==> config.mk <==
export PLATFORM = sky130hd
export DESIGN_NAME = cla_multiword_seq
export DESIGN_NICKNAME = d
export VERILOG_FILES = /design/src/rtl/cla_pkg.sv /design/src/rtl/cla_multiword_seq.sv
export SDC_FILE = /design/constraint.sdc
export NUM_CORES = 1
export LEC_CHECK = 0
export BUFFER_PORTS_ARGS = -buffer_cell sky130_fd_sc_hd__buf_2
export CAP_MARGIN = 20
export CORE_ASPECT_RATIO = 0.6
export CORE_MARGIN = 8
export CORE_UTILIZATION = 55
export DETAILED_ROUTE_END_ITERATION = 10
export PLACE_DENSITY = 0.84
export SYNTH_ARGS = -nofsm -noshare
export SYNTH_HDL_FRONTEND = slang
export SYNTH_SLANG_ARGS = --single-unit
==> constraint.sdc <==
create_clock -name clk -period 14.4 [get_ports clk]
set_input_delay 2.88 -clock clk [delete_from_list [all_inputs] [get_ports clk]]
set_output_delay 2.88 -clock clk [all_outputs]
set_load 0.1 [all_outputs]
==> src/rtl/cla_pkg.sv <==
// cla_pkg: shared FSM encoding, default sizes and index-width helper for the multiword CLA sequencer.
package cla_pkg;
    typedef enum logic [1:0] {IDLE = 2'd0, RUN = 2'd1, DONE = 2'd2} state_e;
    localparam int DEF_SLICE_W = 16;
    localparam int DEF_NUM_SLICES = 4;
    function automatic int idx_w(input int n);
        return (n > 1) ? $clog2(n) : 1;
    endfunction
endpackage

==> src/rtl/cla_multiword_seq.sv <==
// cla_multiword_seq: wide add sequenced one slice per cycle through an external CLA slice adder.
module cla_multiword_seq
    import cla_pkg::*;
#(
    parameter int SLICE_W = DEF_SLICE_W,
    parameter int NUM_SLICES = DEF_NUM_SLICES
) (
    input  logic                          clk,
    input  logic                          rst,
    input  logic                          in_valid,
    output logic                          in_ready,
    input  logic [SLICE_W*NUM_SLICES-1:0] op_a,
    input  logic [SLICE_W*NUM_SLICES-1:0] op_b,
    input  logic                          op_cin,
    output logic [SLICE_W-1:0]            cla_a,
    output logic [SLICE_W-1:0]            cla_b,
    output logic                          cla_cin,
    input  logic [SLICE_W-1:0]            cla_sum,
    input  logic                          cla_cout,
    output logic                          out_valid,
    input  logic                          out_ready,
    output logic [SLICE_W*NUM_SLICES-1:0] result,
    output logic                          result_cout,
    output logic                          overflow
);
    localparam int W = SLICE_W * NUM_SLICES;
    localparam int IW = idx_w(NUM_SLICES);
    state_e state_q, state_d;
    logic [IW-1:0] idx_q;
    logic carry_q, rcout_q, ovf_q;
    logic [W-1:0] a_q, b_q, res_q;
    logic run, last;
    assign run = state_q == RUN;
    assign last = idx_q == IW'(NUM_SLICES - 1);
    assign in_ready = (state_q == IDLE) && !rst;
    assign out_valid = state_q == DONE;
    assign cla_a = run ? a_q[int'(idx_q)*SLICE_W +: SLICE_W] : '0;
    assign cla_b = run ? b_q[int'(idx_q)*SLICE_W +: SLICE_W] : '0;
    assign cla_cin = run & carry_q;
    assign result = res_q;
    assign result_cout = rcout_q;
    assign overflow = ovf_q;
    always_comb begin
        state_d = state_q;
        state_d = (state_q == IDLE && in_valid) ? RUN :
                  (state_q == RUN && last) ? DONE :
                  (state_q == DONE && out_ready) ? IDLE : state_q;
    end
    always_ff @(posedge clk or posedge rst) begin
        if (rst) begin
            state_q <= IDLE;
            idx_q <= '0;
            carry_q <= 1'b0;
            a_q <= '0;
            b_q <= '0;
            res_q <= '0;
            rcout_q <= 1'b0;
            ovf_q <= 1'b0;
        end else begin
            state_q <= state_d;
            if (state_q == IDLE && in_valid) begin
                a_q <= op_a;
                b_q <= op_b;
                carry_q <= op_cin;
                idx_q <= '0;
            end
            if (run) begin
                res_q[int'(idx_q)*SLICE_W +: SLICE_W] <= cla_sum;
                carry_q <= cla_cout;
                // idx saturates on the last slice so it never leaves the valid range
                if (last) begin
                    rcout_q <= cla_cout;
                    ovf_q <= (a_q[W-1] == b_q[W-1]) && (cla_sum[SLICE_W-1] != a_q[W-1]);
                end else begin
                    idx_q <= idx_q + 1'b1;
                end
            end
        end
    end
endmodule
---- After elaboration in Yosys (flattened, before gate mapping) ----
Index checks and enable logic that the tools add are counted.
operators by class
  add/subtract/negate cells ............... 2
  $mul .................................... 0
  divide/modulo/power cells ............... 0
  $lt $le $gt $ge ......................... 0
  eq/ne operators ......................... 5
  shift operators ......................... 4
  mux-type cells .......................... 11
  bitwise gates (word level) .............. 1
  reduce and logical (&&, ||, !) cells .... 10
operators with widths
  cell                                                                      number
  64-bit by 7-bit variable part select with 16-bit output                   2
  64-bit bitwise mux                                                        1
  16-bit by 33-bit variable shift with 64-bit output, first input constant  1
  16-bit by 33-bit variable part select with 64-bit output                  1
  6-bit negation with 33-bit output                                         1
  16-bit two-way mux                                                        2
  2-bit two-way mux                                                         6
  1-bit logical AND                                                         5
  2-bit == test, second input constant                                      2
  3-bit nonzero test                                                        1
  2-bit by 1-bit adder with 2-bit output, second input constant             1
  2-bit by 1-bit == test with 1-bit output, second input constant           1
  2-bit logical NOT                                                         1
  1-bit two-way mux                                                         2
  2-bit AND reduction                                                       1
  2-bit nonzero test                                                        1
  1-bit bitwise AND                                                         1
  1-bit == test                                                             1
  1-bit logical NOT                                                         1
  1-bit != test                                                             1
word-level totals
  flip-flop bits (word level) ............. 199
  latch bits .............................. 0
  RAM bits ................................ 0
  bits in read-only memories .............. 0
  bits of input ports ..................... 150
  output and inout bits ................... 101
  word-level logic and storage cells ...... 41
  memories kept ........................... 0

---- Logic depth before layout (Yosys ltp) ----
  word-level depth ........................ 5
  depth in mapped cells ................... 9
  gate-level depth less buffers ........... 5

---- Worst setup path after synthesis ----
No wires, ideal clock.
  path kind ............................... input -> output
  start point ............................. input port rst
  end point ............................... output port in_ready
  arrival time ............................ 4907 ps
  path slack .............................. 6613 ps
  cell stages on the path ................. 1
  buffers on the path ..................... 0
  cells stage by stage .................... nor3_1
between the ends
  cells in the longest elaborated chain, start to end .. 2
ends and longest elaborated chain
  item                         line                     text
  start, declared              cla_multiword_seq.sv:9   input logic rst,
  1-bit logical NOT (no line)  --
  1-bit logical AND            cla_multiword_seq.sv:35  assign in_ready = (state_q == IDLE) && !rst;
  end, declared                cla_multiword_seq.sv:11  output logic in_ready,
No other way between the ends.

---- Final worst setup path ----
Ends and elaborated chain as after synthesis.

==> impl_metrics.json <==
{
  "layout_commonest_cell": "buf_2",
  "start_util_pct": 55.9,
  "dp.cells": 984,
  "hold_viol_final": 0,
  "timing.slew.headroom_pct": 31.0,
  "clk_path_buf_depth": 2,
  "die_area_um2": 19900,
  "required_ns": 11.52,
  "hp-class": "reg -> reg",
  "first_iter_violations": 457,
  "grt_pass1_wl_mm": 35.9,
  "whs_path_depth": 2,
  "antenna_found_initial": 4,
  "firstDrtPassIters": 5,
  "tightest_slew_ns": 1.03,
  "crit_chain": "buf_2 > nor3_1 > buf_2",
  "syn_inst": 566,
  "period_share_pct": 44.9,
  "post-cts-setup-buffers": 0,
  "overflow": 0,
  "synth.net_count": 721,
  "htreeDepth": 4,
  "grt_pass1_vias": 6433,
  "start_kind": "input port",
  "numPortBuffers": 250,
  "hpwl_mm": 15.9,
  "routedWlPerCell_um": 21.9,
  "core_area_um2": 15300,
  "rsz0062_at_grt": "no",
  "cts_buffers": 17,
  "final_cell_count_no_fill": 1019,
  "cts.clk_slew.worst_paths_ns": 0.08,
  "cp_max_fo": 2,
  "postSynthAreaPerCell_um2": 15.1,
  "synth_seq_cells": 199,
  "cts.sinks": 199,
  "yosys.area.top_type": "dfrtp_1",
  "cp_data_arrival_time_ns": 3.59,
  "skew_ns": 0.0160,
  "ctsResizeCount": 0,
  "via_per_inst": 5.73,
  "crit_path_end_kind": "output pin",
  "cts_root_buf": "clkbuf_16",
  "maxSlewViolCount": 0,
  "reg2reg_depth": 4,
  "setup-tns-final_ns": 0,
  "crit_slowest_cell": "buf_2",
  "multi_input_area_um2": 3320,
  "outcome": "finished clean",
  "area_delta_synth_final_pct": 23.7,
  "grt_max_degree": 120,
  "timing.final.crit_period_ns": 6.47,
  "fillerInstances": 1022,
  "drive_above_1_share_pct": 55.2,
  "synth_cell_types": 28,
  "dieWidth_um": 177,
  "crit_top_cell": "buf_2",
  "ys_warn_count": 0,
  "crit_path_max_incr_delay_ns": 0.45,
  "max_cap_violations": 0,
  "ios": 251,
  "final_nets": 956,
  "ys_top_cells_by_area": "dfrtp_1 (58%), mux2_2 (16%), mux4_2 (8.4%), a22o_1 (5.3%), nor2b_1 (2.4%)",
  "vias": 5840,
  "setup_viol": 0,
  "seq_area_um2": 4980,
  "totalWireLength_mm": 22.3,
  "ant_nets": 0,
  "grtUsageTotal_pct": 22.6,
  "cts_tree": "done",
  "holdWs_ns": 0.487,
  "final_cell_mix": "buf_2 (250), dfrtp_1 (197), mux2_2 (121)",
  "syn_area_um2": 8540,
  "placementRows": 35,
  "placed_area_um2": 9870,
  "gp_congestion": 0.863,
  "drc": 0,
  "max_freq_mhz": 155,
  "hold_buffers": 0,
  "die_h_um": 113,
  "final_area_um2": 10600,
  "path_class": "in -> out",
  "insertion_delay_ns": 0.43,
  "ys_seq_area_share_pct": 58.3,
  "synth_top_area_share_pct": 58.3
}
-- cell usage after synthesis --
| cell type | n |
|---|---|
| mux4_2 | 32 |
| clkbuf_1 | 10 |
| a31oi_1 | 1 |
| buf_4 | 15 |
| mux2_2 | 121 |
| a21oi_1 | 3 |
| nor3b_2 | 1 |
| nor2b_1 | 33 |
| nand2b_1 | 2 |
| buf_6 | 1 |
| nor3b_1 | 1 |
| and3b_1 | 1 |
| ha_1 | 5 |
| a22o_1 | 52 |
| and2_1 | 1 |
| nor2_1 | 4 |
| nor4_4 | 3 |
| mux2_1 | 9 |
| nor3_1 | 3 |
| buf_1 | 1 |
| buf_2 | 12 |
| nand2_1 | 28 |
| o21ai_0 | 16 |
| dfrtp_1 | 199 |
| inv_1 | 5 |
| nand3b_1 | 5 |
| a21o_1 | 1 |
| and4bb_2 | 1 |
-- logic make-up (layout without fill, tap and decap cells) --
group	after synthesis	count (layout)	share of synthesized area (%)
adder cells (fa/ha/maj)	5	5	0.733
buffers and inverters	44	292	2.86
other	0	2	0
flip-flops	199	199	58.3
AO/OA/AOI/OAI	73	73	6.61
multiplexers	162	162	25.6
AND/OR/NAND/NOR	83	83	5.89
-- routing by layer --
layer  share of wire (%)  track usage (%)
met1                  40             29.0
met5                0.15                0
met2                  47             35.7
met3                  11             8.88
met4                 1.1             5.41
-- final timing paths --
kind                               end  slack, ns        from
min                         result[19]       0.49  result[19]
max                           in_ready       7.93         rst
max in group asynchronous       a_q[5]      10.59         rst
min in group asynchronous  result_cout       2.63         rst
max reg2reg                 result[33]      11.25    idx_q[1]
min reg2reg                 result[19]       0.49  result[19]
-- sequential cells by signal, indices dropped and copies added, names as in the netlist --
name,flops
result,64
idx_q,2
a_q,64
b_q,64
overflow,1
result_cout,1
carry_q,1
state_q,2
-- metrics by stage --
stage	worst slack (ns)	utilization, %
2_1_floorplan	6.09	-
3_3_place_gp	7.91	64.6
3_5_place_dp	7.93	64.6
4_1_cts	7.93	68.9
5_1_grt	7.92	69.1
6_report	7.93	69.1
-- area by class of cell --
cell class                      instances  area share [%]
Timing Repair Buffer                  255            12.4
Antenna cell                            2          0.0474
Inverter                                5           0.249
Clock inverter                         15            2.20
Tap cell                              203            2.41
Clock buffer                           17            4.03
Sequential cell                       199            47.2
Multi-Input combinational cell        323            31.5
-- critical path: cells and delay by family --
family / cells / cell delay [ns]
buf+inv: 2 / 0.59
simple gates: 1 / 0.12
Power is left out: the tool's default activity adds up to more than one toggle a clock period on the data nets, which glitch-free logic cannot reach.
